[config.mk]
export PLATFORM = sky130hd
export DESIGN_NAME = cla_pipe_addsub
export DESIGN_NICKNAME = d
export VERILOG_FILES = /design/src/rtl/arith_pkg.sv /design/src/rtl/cla_group4.sv /design/src/rtl/cla_pipe_addsub.sv
export SDC_FILE = /design/constraint.sdc
export NUM_CORES = 1
export LEC_CHECK = 0
export BUFFER_PORTS_ARGS = -buffer_cell sky130_fd_sc_hd__buf_4
export CORE_ASPECT_RATIO = 0.5
export CORE_MARGIN = 2
export CORE_UTILIZATION = 55
export CTS_BUF_LIST = sky130_fd_sc_hd__clkbuf_16
export DETAILED_ROUTE_END_ITERATION = 8
export PLACE_DENSITY = 0.88
export SLEW_MARGIN = 30
export SYNTH_ARGS = -nofsm -noshare
export SYNTH_HDL_FRONTEND = slang
export SYNTH_SLANG_ARGS = --single-unit
[constraint.sdc]
create_clock -name clk -period 4.2 [get_ports clk]
set_clock_uncertainty 0.05 [all_clocks]
set_input_delay 0.21 -clock clk [delete_from_list [all_inputs] [get_ports clk]]
set_output_delay 0.21 -clock clk [all_outputs]
set_load 0.005 [all_outputs]
[src/rtl/arith_pkg.sv]
// Shared constants and helpers for the carry-lookahead arithmetic blocks.
package arith_pkg;

  localparam int GROUP_W = 4;

  // Number of 4-bit lookahead groups (and pipeline stages) for a given width.
  function automatic int group_count(input int width);
    return width / GROUP_W;
  endfunction

endpackage

[src/rtl/cla_group4.sv]
// Combinational 4-bit carry-lookahead slice; every carry is a flat sum of products.
// Zero latency, no handshake.
module cla_group4
  import arith_pkg::*;
(
  input  logic [GROUP_W-1:0] a,
  input  logic [GROUP_W-1:0] b,
  input  logic               c0,
  output logic [GROUP_W-1:0] s,
  output logic               c3,
  output logic               c4
);

  logic [GROUP_W-1:0] g;
  logic [GROUP_W-1:0] p;
  logic               c1;
  logic               c2;

  assign g = a & b;
  assign p = a ^ b;

  assign c1 = g[0] | (p[0] & c0);
  assign c2 = g[1] | (p[1] & g[0]) | (p[1] & p[0] & c0);
  assign c3 = g[2] | (p[2] & g[1]) | (p[2] & p[1] & g[0]) | (p[2] & p[1] & p[0] & c0);
  assign c4 = g[3] | (p[3] & g[2]) | (p[3] & p[2] & g[1]) | (p[3] & p[2] & p[1] & g[0])
            | (p[3] & p[2] & p[1] & p[0] & c0);

  assign s = p ^ {c3, c2, c1, c0};

endmodule

[src/rtl/cla_pipe_addsub.sv]
// Pipelined lookahead add/sub, one 4-bit group per stage; latency WIDTH/4 cycles.
// Bubbles collapse; stages hold while out_ready is low and in_ready drops only when all are full.
module cla_pipe_addsub
  import arith_pkg::*;
#(
  parameter int WIDTH = 16
) (
  input  logic             clk,
  input  logic             rst,
  input  logic             in_valid,
  output logic             in_ready,
  input  logic [WIDTH-1:0] a,
  input  logic [WIDTH-1:0] b,
  input  logic             cin,
  input  logic             sub,
  output logic             out_valid,
  input  logic             out_ready,
  output logic [WIDTH-1:0] sum,
  output logic             cout,
  output logic             ovf
);

  localparam int NGROUPS = group_count(WIDTH);

  if ((WIDTH % GROUP_W) != 0 || WIDTH < GROUP_W) begin : g_width_check
    $error("cla_pipe_addsub: WIDTH must be a multiple of 4 and at least 4");
  end

  logic [NGROUPS-1:0]              v;
  logic [NGROUPS-1:0]              adv;
  logic [NGROUPS-1:0]              ld;
  logic [NGROUPS-1:0]              c_q;
  logic [NGROUPS-1:0]              grp_cin;
  logic [NGROUPS-1:0]              grp_c3;
  logic [NGROUPS-1:0]              grp_c4;
  logic [NGROUPS-1:0][GROUP_W-1:0] grp_s;
  logic [NGROUPS-1:0][WIDTH-1:0]   op_a;
  logic [NGROUPS-1:0][WIDTH-1:0]   op_b;
  logic [NGROUPS-1:0][WIDTH-1:0]   rem_a_q;
  logic [NGROUPS-1:0][WIDTH-1:0]   rem_b_q;
  logic [NGROUPS-1:0][WIDTH-1:0]   sum_q;
  logic [NGROUPS-1:0][WIDTH-1:0]   sum_in;
  logic                            msb_c3_q;
  logic                            unused_taps;

  // Operands are kept right-aligned: the group a stage resolves is always in bits [3:0].
  assign op_a[0]    = a;
  assign op_b[0]    = sub ? ~b : b;
  assign grp_cin[0] = sub | cin;
  assign sum_in[0]  = '0;
  assign ld[0]      = in_valid && in_ready;

  for (genvar k = 1; k < NGROUPS; k++) begin : g_link
    assign op_a[k]    = rem_a_q[k-1];
    assign op_b[k]    = rem_b_q[k-1];
    assign grp_cin[k] = c_q[k-1];
    assign sum_in[k]  = sum_q[k-1];
    assign ld[k]      = adv[k-1];
  end

  for (genvar k = 0; k < NGROUPS; k++) begin : g_group
    cla_group4 u_grp (
      .a  (op_a[k][GROUP_W-1:0]),
      .b  (op_b[k][GROUP_W-1:0]),
      .c0 (grp_cin[k]),
      .s  (grp_s[k]),
      .c3 (grp_c3[k]),
      .c4 (grp_c4[k])
    );
  end

  always_comb begin
    adv = '0;
    adv[NGROUPS-1] = v[NGROUPS-1] && out_ready;
    for (int k = NGROUPS - 2; k >= 0; k--) begin
      adv[k] = v[k] && (!v[k+1] || adv[k+1]);
    end
  end

  assign in_ready = !v[0] || adv[0];

  always_ff @(posedge clk) begin
    if (rst) begin
      v        <= '0;
      c_q      <= '0;
      sum_q    <= '0;
      rem_a_q  <= '0;
      rem_b_q  <= '0;
      msb_c3_q <= 1'b0;
    end else begin
      for (int k = 0; k < NGROUPS; k++) begin
        if (ld[k]) begin
          v[k]       <= 1'b1;
          c_q[k]     <= grp_c4[k];
          sum_q[k]   <= sum_in[k] | (WIDTH'(grp_s[k]) << (GROUP_W * k));
          rem_a_q[k] <= op_a[k] >> GROUP_W;
          rem_b_q[k] <= op_b[k] >> GROUP_W;
        end else if (adv[k]) begin
          v[k] <= 1'b0;
        end
      end
      if (ld[NGROUPS-1]) begin
        msb_c3_q <= grp_c3[NGROUPS-1];
      end
    end
  end

  // Final-stage remainders and the inner groups' bit-3 carries have no consumer.
  assign unused_taps = ^{rem_a_q[NGROUPS-1], rem_b_q[NGROUPS-1], grp_c3};

  assign out_valid = v[NGROUPS-1];
  assign sum       = sum_q[NGROUPS-1];
  assign cout      = c_q[NGROUPS-1];
  assign ovf       = msb_c3_q ^ c_q[NGROUPS-1];

endmodule

==> Word level (Yosys, flattened, before mapping) <==
Cells that the tools add are included.
{ "totals": {"register_bits": 109, "input_bits": 38, "output_inout_bits": 20, "word_cells": 167} }
{ "classes": {"muxes": 9, "bitwise": 122, "n_reduce_logical": 17} }
{ "op_table": {"columns": ["op", "n"], "rows": [
  ["AND 1 bit", 64],
  ["OR 1 bit", 41],
  ["bitwise XOR 4 bit", 8],
  ["AND 4 bit", 4],
  ["two-way mux 16 bit", 1],
  ["inverter 16 bit", 1],
  ["OR 16 x 12 -> 16 bit", 1],
  ["OR 16 bit", 1],
  ["two-way mux 1 bit", 8],
  ["OR 4 x 8 -> 8 bit", 1],
  ["nonzero test 2 bit", 4],
  ["logical AND 1 bit", 5],
  ["logical NOT 1 bit", 4],
  ["logical OR 1 bit", 4],
  ["bitwise XOR 1 bit", 1]
]} }

==> Logic depth before layout (Yosys ltp) <==
Gate-level depths: netlist of run 1.
{ "depth": {"word_depth": 10, "depth_mapped": 8, "mapped_depth_nobuf": 6} }

==> Hierarchy <==
Synthesis of run 1 repeated with hierarchy kept, for this count alone.
{ "unflattened": {"hier_cells": 523, "area_unflattened_um2": 4639.4} }
{ "modules_own_cells": {"columns": ["mod", "n_inst", "cells_each", "area_per_inst_um2"], "rows": [
  ["cla_pipe_addsub", 1, 455, 4033.9],
  ["cla_group4 at g_group[0].u_grp ...", 3, 18, 155.1],
  ["cla_group4 at g_group[3].u_grp", 1, 14, 140.1]
]} }

==> Worst setup path before layout of run 1 <==
No wires, ideal clock.
{ "synth_path": {"kind": "input-to-reg", "start": "input sub", "end": "register sum_q, in the netlist sum_in[19]", "setup_time_ns": 0.070, "t_arrival_ns": 1.696, "t_required_ns": 4.080, "path_slack_ns": 2.384, "path_stages": 8, "path_buffers": 2, "path_cell_list": "buf_2 buf_2 xor2_1 ha_1 o2111ai_1 a31oi_1 nand3b_1 a21oi_1"} }
{ "synth_between": {"elab_chain_len": 7, "word_cells_on_any_way": 13, "classes_between": "mux (1); bitwise (12)"} }
{ "synth_rtl": {"columns": ["item", "line", "source"], "rows": [
  ["start: declaration", "cla_pipe_addsub.sv:15", "input logic sub,"],
  ["two-way mux 16 bit", "cla_pipe_addsub.sv:48", "assign op_b[0] = sub ? ~b : b;"],
  ["bitwise XOR 4 bit or AND 4 bit (tied branches)", "cla_group4.sv:20, cla_group4.sv:19", null],
  ["AND 1 bit", "cla_group4.sv:24", "assign c3 = g[2] | (p[2] & g[1]) | (p[2] & p[1] & g[0]) | (p[2] & p[1] & p[0] & c0);"],
  ["OR 1 bit or AND 1 bit (tied branches) (2 in series)", "cla_group4.sv:24", null],
  ["OR 1 bit", "cla_group4.sv:24", null],
  ["bitwise XOR 4 bit *", "cla_group4.sv:28", "assign s = p ^ {c3, c2, c1, c0};"],
  ["end signal: indexed assignment", "cla_pipe_addsub.sv:95", "sum_q[k] <= sum_in[k] | (WIDTH'(grp_s[k]) << (GROUP_W * k));"],
  ["end: declaration", "cla_pipe_addsub.sv:41", "logic [NGROUPS-1:0][WIDTH-1:0] sum_q;"]
]} }
Every way passes the cells marked *; elsewhere a longest branch is shown, timed or not.
A chain may end at the register's enable or synchronous reset.

==> Worst setup path after layout of run 1 <==
{ "layout_path": {"start": "register rem_b_q, in the netlist op_b[48]", "end": "register c_q[3]"} }
{ "layout_between": {"elab_chain_len": 4, "word_cells_on_any_way": 7, "classes_between": "bitwise (7)"} }
{ "layout_rtl": {"columns": ["item", "line", "source"], "rows": [
  ["start: declaration", "cla_pipe_addsub.sv:40", "logic [NGROUPS-1:0][WIDTH-1:0] rem_b_q;"],
  ["start signal: indexed assignment", "cla_pipe_addsub.sv:97", "rem_b_q[k] <= op_b[k] >> GROUP_W;"],
  ["AND 4 bit or bitwise XOR 4 bit (tied branches)", "cla_group4.sv:19, cla_group4.sv:20", null],
  ["AND 1 bit, on equally long branches", "cla_group4.sv:25, cla_group4.sv:26", null],
  ["OR 1 bit or AND 1 bit (tied branches)", "cla_group4.sv:25, cla_group4.sv:26", null],
  ["OR 1 bit *", "cla_group4.sv:26", "| (p[3] & p[2] & p[1] & p[0] & c0);"],
  ["end signal: indexed assignment", "cla_pipe_addsub.sv:94", "c_q[k] <= grp_c4[k];"],
  ["end: declaration", "cla_pipe_addsub.sv:32", "logic [NGROUPS-1:0] c_q;"]
]} }
Marks and branches as above.

==> results of run 1 <==
## power by group
group / switching [mW] / internal [mW]
Sequential: 0.0254 / 0.955
Clock: 0.327 / 0.395
Combinational: 0.102 / 0.0834
Total: 0.455 / 1.43
## metal layers
metal / global-route usage [%] / vias to the layer above / wire, um
li1: - / 1722 / -
met1: 31.1 / 1447 / 4290
met2: 29.5 / 92 / 3320
met3: 5.37 / 4 / 543
met4: 6.73 / 0 / 45
met5: 0 / - / 0
## stage by stage
step,hold slack (ns),util (%)
2_1_floorplan,0.277,-
3_3_place_gp,0.389,62.3
3_5_place_dp,0.394,62.3
4_1_cts,0.0660,65.9
5_1_grt,0.0695,66.1
6_report,0.0710,66.1
## worst max-delay path by stage
stage                     slack, ns      from          to
after floorplan                2.38       sub  sum_in[19]
after global placement         2.50       sub      c_q[0]
after detailed placement       2.40       sub      c_q[0]
after CTS                      2.45      v[2]    op_b[36]
after global routing           2.34  op_b[48]      c_q[3]
final                          2.48  op_b[48]      c_q[3]
## Yosys cell counts, types with 5 or more instances
master / n
clkbuf_1: 12
xnor2_1: 17
inv_1: 9
ha_1: 18
nor2_1: 27
dfxtp_1: 97
a21oi_1: 72
o21ai_0: 5
buf_2: 14
a211oi_1: 26
nand3b_1: 8
nand2_1: 134
xor2_1: 5
## layout make-up
class	instances	area share (%)
Clock inverter	7	0.805
Multi-Input combinational cell	352	41.9
Clock buffer	9	4.67
Inverter	9	0.701
Sequential cell	97	40.3
Timing Repair Buffer	58	9.11
Tap cell	96	2.49
## flip-flops by register name (all words and copies together) (netlist names)
register,count
sum,16
v,4
op_a,24
c_q,4
op_b,24
msb_c3_q,1
sum_in,24
## tightest hold or removal path, cell delays in order
cell     delay, ns
buf_4         0.11
nand2_1       0.05
a21oi_1       0.05
## cell usage in the layout (no fill, tap or decap), drive strengths merged, types with 5 or more instances in the layout
| master | n |
|---|---|
| nand2 | 135 |
| buf | 58 |
| nor2 | 28 |
| a21oi | 72 |
| o21ai | 6 |
| inv | 10 |
| dfxtp | 97 |
| xnor2 | 17 |
| clkinv | 6 |
| clkbuf | 9 |
| ha | 18 |
| a211oi | 26 |
| nand3b | 8 |
| xor2 | 5 |
## cells by family (layout without fill, tap and decap cells)
kind of cell               after synthesis  count (layout)  share of synthesized area, %
and+or+nand+nor                        188             188                          19.1
AOI/OAI and AO/OA                      120             120                          17.6
DFF                                     97              97                          47.0
buffers and inverters                   39              83                          4.33
adders and majority gates               22              22                          7.38
xor gates and xnor gates                22              22                          4.66
==> flow_metrics.tcl, run 1 <==
set metrics [dict create \
    max-cap-violations 0 \
    crit_path_top_delay_cell "dfxtp_1" \
    ys_dominant_reg_cell "dfxtp_1" \
    synth_cells 488 \
    postCtsHoldBufs 0 \
    final_cell_area_um2 4820 \
    max-slew-margin-rel_pct 50.6 \
    slowest_delay_ns 0.33 \
    timing.final.crit_share_pct 40.9 \
    cts-root-buf "clkbuf_16" \
    p_total_mw 1.89 \
    antenna_found_initial 0 \
    r2r-end "c_q[3]" \
    path_cells "ha_1 -> a211oi_1 -> o21bai_1 -> a211oi_1 -> nor3_1" \
    synth_cell_type_count 38 \
    min_period_ns 1.72 \
    clockBufferDepth 2 \
    grt_pass1_wl_um 13700 \
    cts_tree "built" \
    place.port_buffers 57 \
    synth.avg_cell_area_um2 8.47 \
    layout-drive-gt1-share_pct 14.3 \
    postRouteAntennaNets 0 \
    crit_fanout 4 \
    power.leakage_nw 1.87 \
    crit_arrival_ns 1.85 \
    routed_wl_um 8190 \
    die_w_um 127 \
    die-area_um2 8270 \
    regArea_um2 1940 \
    diodes 0 \
    vdd.ir_drop.worst_uv 241 \
    first_pass_iters 4 \
    cpLargestDelayFamily "compound AO/OA/AOI/OAI gates" \
    r2r-start "op_b[48]" \
    cts_buffers 9 \
    cp-end-kind "register" \
    multi_input_area_um2 2020 \
    synth.yosys.seq_area_share_pct 47.0 \
    hold_path.startpoint "a[10]" \
    holdPathStages 3 \
    crit_path_start_kind "register" \
    area_growth_pct 16.5 \
    fmaxAchievable_ghz 0.583 \
    pin_count 58 \
    synth_area_leaders "dfxtp_1 (47%), nand2_1 (12%), a21oi_1 (8.7%)" \
    vias 3265 \
    synth_edf_count 0 \
    place_hpwl_um 5650 \
    routedWlPerCell_um 13.0 \
    r2r_setup_slack_ns 2.48 \
    min_to "op_a[22]" \
    start_util_pct 56.7 \
    grt_pass1_vias 2926 \
    finalNonFillerCells 628 \
    yosys_warnings 0 \
    setup_violations 0 \
    synth.top_cell.area_share_pct 47.0 \
    slew_viol_final 0 \
    vias_per_cell 5.20 \
    worst-setup-path-type "register to register" \
    dp.cells 612 \
    drtIter0Drc 272 \
    status "finished clean" \
    gp_congestion 0.838 \
    nets 587 \
    rr_worst_depth 5 \
    insertion_delay_ns 0.34 \
    crit_buf_inv 0 \
    synth-seq-cells 97 \
    fillers 606 \
    cp.depth 5 \
    route.detailed.drc 0 \
    fin_ws_ns 2.48 \
    cts.sinks 97 \
    rsz0062_at_grt "false" \
    postPlaceCellArea_um2 4550 \
    p_per_area_nw_per_um2 392 \
    synthArstFlopShare_pct 0 \
    coreArea_um2 7290 \
    grt_max_degree 108 \
    track_usage_pct 20.9 \
    clk_pin_slew_ns 0.07 \
    syn_area_um2 4140 \
    worstHoldPathType "primary input to register" \
    worst_pin_slew_ns 0.741 \
    syn-num-nets 548 \
    post-place-ws_ns 2.40 \
    gr-total-overflow 0 \
    finalHoldViolations 0 \
    yosysTopAreaCell "dfxtp_1" \
    rows 22 \
    die_h_um 65.3 \
    htreeDepth 3 \
    post_cts_resized 0 \
    cts_setup_buffers 0 \
    setup_tns_ns 0 \
    cp_common_cell "a211oi_1" \
    cp.required_ns 4.33 \
]
No activity file was read; power rests on OpenSTA's default activity.
==> run 2, diff against run 1 <==
Clock period 4.2 ns to 1.6 ns, I/O delays scaled along.
==> flow_metrics.tcl, run 2 (synthesis results as in run 1) <==
set metrics [dict create \
    r2r-start "op_a[48]" \
    routedWlPerCell_um 15.0 \
    finalHoldViolations 0 \
    fin_ws_ns 0.0566 \
    power.leakage_nw 2.12 \
    crit_start "op_a[48]" \
    htreeDepth 3 \
    max-cap-violations 0 \
    route.detailed.drc 0 \
    post-place-ws_ns -0.116 \
    slew_viol_final 0 \
    track_usage_pct 24.9 \
    min_period_ns 1.54 \
    layout-drive-gt1-share_pct 18.7 \
    status "finished clean" \
    setup_tns_ns 0 \
    drtIter0Drc 400 \
    place.port_buffers 57 \
    postRouteAntennaNets 0 \
    fillers 508 \
    vdd.ir_drop.worst_uv 655 \
    die-area_um2 8270 \
    timing.final.crit_share_pct 96.5 \
    worst-setup-path-type "register to register" \
    first_pass_iters 5 \
    rr_worst_depth 5 \
    final_cell_mix "nand2_1 (134), dfxtp_1 (97), a21oi_1 (72), buf_4 (72), nor2_1 (27)" \
    cp.required_ns 1.75 \
    r2r_setup_slack_ns 0.06 \
    grt_pass1_wl_um 16400 \
    vias 3646 \
    cts-root-buf "clkbuf_16" \
    worstHoldPathType "primary input to register" \
    cp_common_cell "a211oi_2" \
    final_common_cell "nand2_1" \
    vias_per_cell 5.46 \
    setup_violations 0 \
    place_hpwl_um 6080 \
    crit_path_top_delay_cell "dfxtp_1" \
    area_growth_pct 28.9 \
    holdPathStages 3 \
    cts.sinks 97 \
    hold_path.startpoint "b[9]" \
    gr-total-overflow 0 \
    start_util_pct 56.7 \
    diodes 0 \
    antenna_found_initial 0 \
    clockBufferDepth 2 \
    path_cells "ha_1 -> a211oi_2 -> o21bai_2 -> a211oi_2 -> nor3_1" \
    rows 22 \
    crit_arrival_ns 1.70 \
    pin_count 58 \
    insertion_delay_ns 0.34 \
    fmaxAchievable_ghz 0.648 \
    die_h_um 65.3 \
    crit_path_start_kind "register" \
    die_w_um 127 \
    nets 627 \
    worst_pin_slew_ns 0.539 \
    coreArea_um2 7290 \
    grt_max_degree 55 \
    p_per_area_nw_per_um2 1020 \
    clk_pin_slew_ns 0.07 \
    slowest_delay_ns 0.33 \
    gp_congestion 0.857 \
    cp-end-kind "register" \
    max-slew-margin-rel_pct 64.1 \
    crit_fanout 4 \
    routed_wl_um 10000 \
    cts_tree "built" \
    cts_buffers 9 \
    grt_pass1_vias 3414 \
]
[run 2: cell types whose count changed in the layout (fill, tap and decap cells not counted), sizes merged]
| cell | before | now |
|---|---|---|
| dlygate4sd3 | 0 | 22 |
| clkinv | 6 | 2 |
| buf | 58 | 76 |
| bufinv | 0 | 2 |
| inv | 10 | 12 |
[run 2: timing repair]
item                                   CTS  global route
pin swaps                                0             5
hold buffers                            22             0
setup buffers                            0             1
gates resized for setup                  4            13
endpoints found under the hold margin   22             0
setup endpoints to repair                3            14
[run 2: path summary, 6_finish.rpt]
path | endpoint
max | c_q[3]
min | op_b[21]
max reg2reg | c_q[3]
min reg2reg | op_b[50]
[run 2: cell type report]
cell class	instances	area (um2)	share of cell area, %
Multi-Input combinational cell	352	2080	39.0
Sequential cell	97	1940	36.4
Timing Repair Buffer	98	841	15.8
Clock buffer	9	225	4.23
Tap cell	96	120	2.25
Clock inverter	7	88.8	1.67
Inverter	9	33.8	0.634
[run 2: per-stage QoR]
step	hold slack, ns	cell area, um2	utilization, %	total power [mW]	std cells
floorplan	0.147	4140	-	2.95	488
global placement	0.271	4720	64.8	3.13	629
detailed placement	0.280	4720	64.8	3.15	629
CTS	0.00811	5280	72.3	5.39	667
global route	0.0204	5330	73.1	5.61	668
finish	0.0157	5330	73.1	5.41	668
[run 2: worst max-delay path, delay by kind of cell, from the launching register on]
family	cells	cell delay (ns)
AOI/OAI and AO/OA	3	0.65
adders and majority gates	1	0.31
DFF	1	0.33
and+or+nand+nor	1	0.07
[run 2: per-layer routing]
| metal | part of all wire (%) | GRT usage (%) | wire, um | vias up |
|---|---|---|---|---|
| met5 | 0 | 0 | 0 | - |
| met4 | 1.4 | 7.69 | 143 | 0 |
| met3 | 6.6 | 6.92 | 665 | 19 |
| met2 | 45 | 40.3 | 4530 | 122 |
| met1 | 47 | 32.9 | 4670 | 1700 |
| li1 | - | - | - | 1805 |
[run 2: report_power, final]
| group | switching, mW | internal [mW] | leakage (nW) | total (mW) |
|---|---|---|---|---|
| registers | 0.0659 | 2.51 | 0.790 | 2.57 |
| logic | 0.307 | 0.295 | 1.17 | 0.602 |
| clock network | 0.880 | 1.36 | 0.163 | 2.24 |
==> run 3, diff against run 2 <==
Settings changed: RECOVER_POWER from default to 50.
==> flow_metrics.tcl, run 3 (synthesis results as in run 1) <==
set metrics [dict create \
    status "finished clean" \
    gp_congestion 0.857 \
    post-place-ws_ns -0.116 \
    p_per_area_nw_per_um2 1020 \
    postPlaceCellArea_um2 4720 \
    cts.sinks 97 \
    worst_pin_slew_ns 0.534 \
    coreArea_um2 7290 \
    power.leakage_nw 2.10 \
    final_cell_mix "nand2_1 (135), dfxtp_1 (97), a21oi_1 (72)" \
    final_cell_area_um2 5320 \
    grt_max_degree 55 \
    crit_buf_inv 0 \
    place_hpwl_um 6080 \
    crit_fanout 4 \
    min_period_ns 1.54 \
    area_growth_pct 28.6 \
    final_common_cell "nand2_1" \
    finalHoldViolations 0 \
    antenna_found_initial 0 \
    die-area_um2 8270 \
    insertion_delay_ns 0.34 \
    timing.final.crit_share_pct 96.4 \
    die_w_um 127 \
    fmaxAchievable_ghz 0.648 \
    clk_pin_slew_ns 0.07 \
    crit_path_top_delay_cell "dfxtp_1" \
    holdPathStages 3 \
    max-slew-margin-rel_pct 64.4 \
    grt_pass1_vias 3414 \
    cpLargestDelayFamily "compound AO/OA/AOI/OAI gates" \
    place.port_buffers 57 \
    die_h_um 65.3 \
    track_usage_pct 24.9 \
    cts-root-buf "clkbuf_16" \
    cp.depth 5 \
    cts_buffers 9 \
    dp.cells 629 \
    first_pass_iters 5 \
    routed_wl_um 9980 \
    nets 627 \
    slew_viol_final 0 \
    setup_tns_ns 0 \
    cp.required_ns 1.75 \
    vdd.ir_drop.worst_uv 658 \
    vias_per_cell 5.41 \
    fin_hold_ws_ns 0.0147 \
    diodes 0 \
    grt_pass1_wl_um 16400 \
    path_cells "ha_1 -> a211oi_2 -> o21bai_2 -> a211oi_2 -> nor3_1" \
    max-cap-violations 0 \
    drtIter0Drc 403 \
    fin_ws_ns 0.0573 \
    clockBufferDepth 2 \
    finalNonFillerCells 668 \
    gr-total-overflow 0 \
    slowest_delay_ns 0.33 \
    worst-setup-path-type "register to register" \
    worstHoldPathType "primary input to register" \
    vias 3611 \
    layout-drive-gt1-share_pct 18.0 \
    postRouteAntennaNets 0 \
    start_util_pct 56.7 \
    crit_path_start_kind "register" \
    cp-end-kind "register" \
    routedWlPerCell_um 14.9 \
    cp_common_cell "a211oi_2" \
    fillers 508 \
    htreeDepth 3 \
    crit_arrival_ns 1.70 \
    rows 22 \
    pin_count 58 \
    rr_worst_depth 5 \
    route.detailed.drc 0 \
    cts_tree "built" \
    setup_violations 0 \
]
[run 3: changes by cell type in the layout (fill, tap and decap cells not counted), sizes merged]
cell	change
buf	-20
clkbuf	+20
[run 3: final cells by class]
cell class	count	area, um2	area share [%]
Clock buffer	9	225	4.24
Timing Repair Buffer	98	830	15.6
Multi-Input combinational cell	352	2080	39.1
Clock inverter	7	88.8	1.67
Tap cell	96	120	2.26
Sequential cell	97	1940	36.5
Inverter	9	33.8	0.635
[run 3: routing by layer]
metal	routed length (um)	global-route usage [%]	up-vias	share of wire [%]
met1	4660	32.9	1662	47
met2	4520	40.3	123	45
li1	-	-	1808	-
met5	0	0	-	0
met4	147	7.69	0	1.5
met3	663	6.92	18	6.6
[run 3: worst paths after layout]
path	start	to	slack, ns
max	op_a[48]	c_q[3]	0.06
min	b[9]	op_b[21]	0.01
max reg2reg	op_a[48]	c_q[3]	0.06
min reg2reg	op_b[38]	op_b[50]	0.40
[run 3: report_power, final]
group / switching, mW / internal (mW)
Sequential: 0.0659 / 2.51
Combinational: 0.306 / 0.294
Clock: 0.884 / 1.36
Total: 1.26 / 4.16
[run 3: worst reg2reg max path, stage by stage (launching register included)]
cell	delay, ns
dfxtp_1	0.33
ha_1	0.31
a211oi_2	0.27
o21bai_2	0.15
a211oi_2	0.23
nor3_1	0.07
[run 3: timing repair]
item                       in CTS  in global routing
hold buffers                   22                  0
pin swaps                       0                  5
hold endpoints to repair       22                  0
resized for setup               4                 13
setup endpoints to repair       3                 14
buffers inserted                0                  1
[run 3: through the flow]
stage	power, mW	utilization (%)
4_1_cts	5.39	72.3
6_report	5.41	72.9
3_5_place_dp	3.15	64.8
5_1_grt	5.61	72.9
3_3_place_gp	3.13	64.8
2_1_floorplan	2.95	-
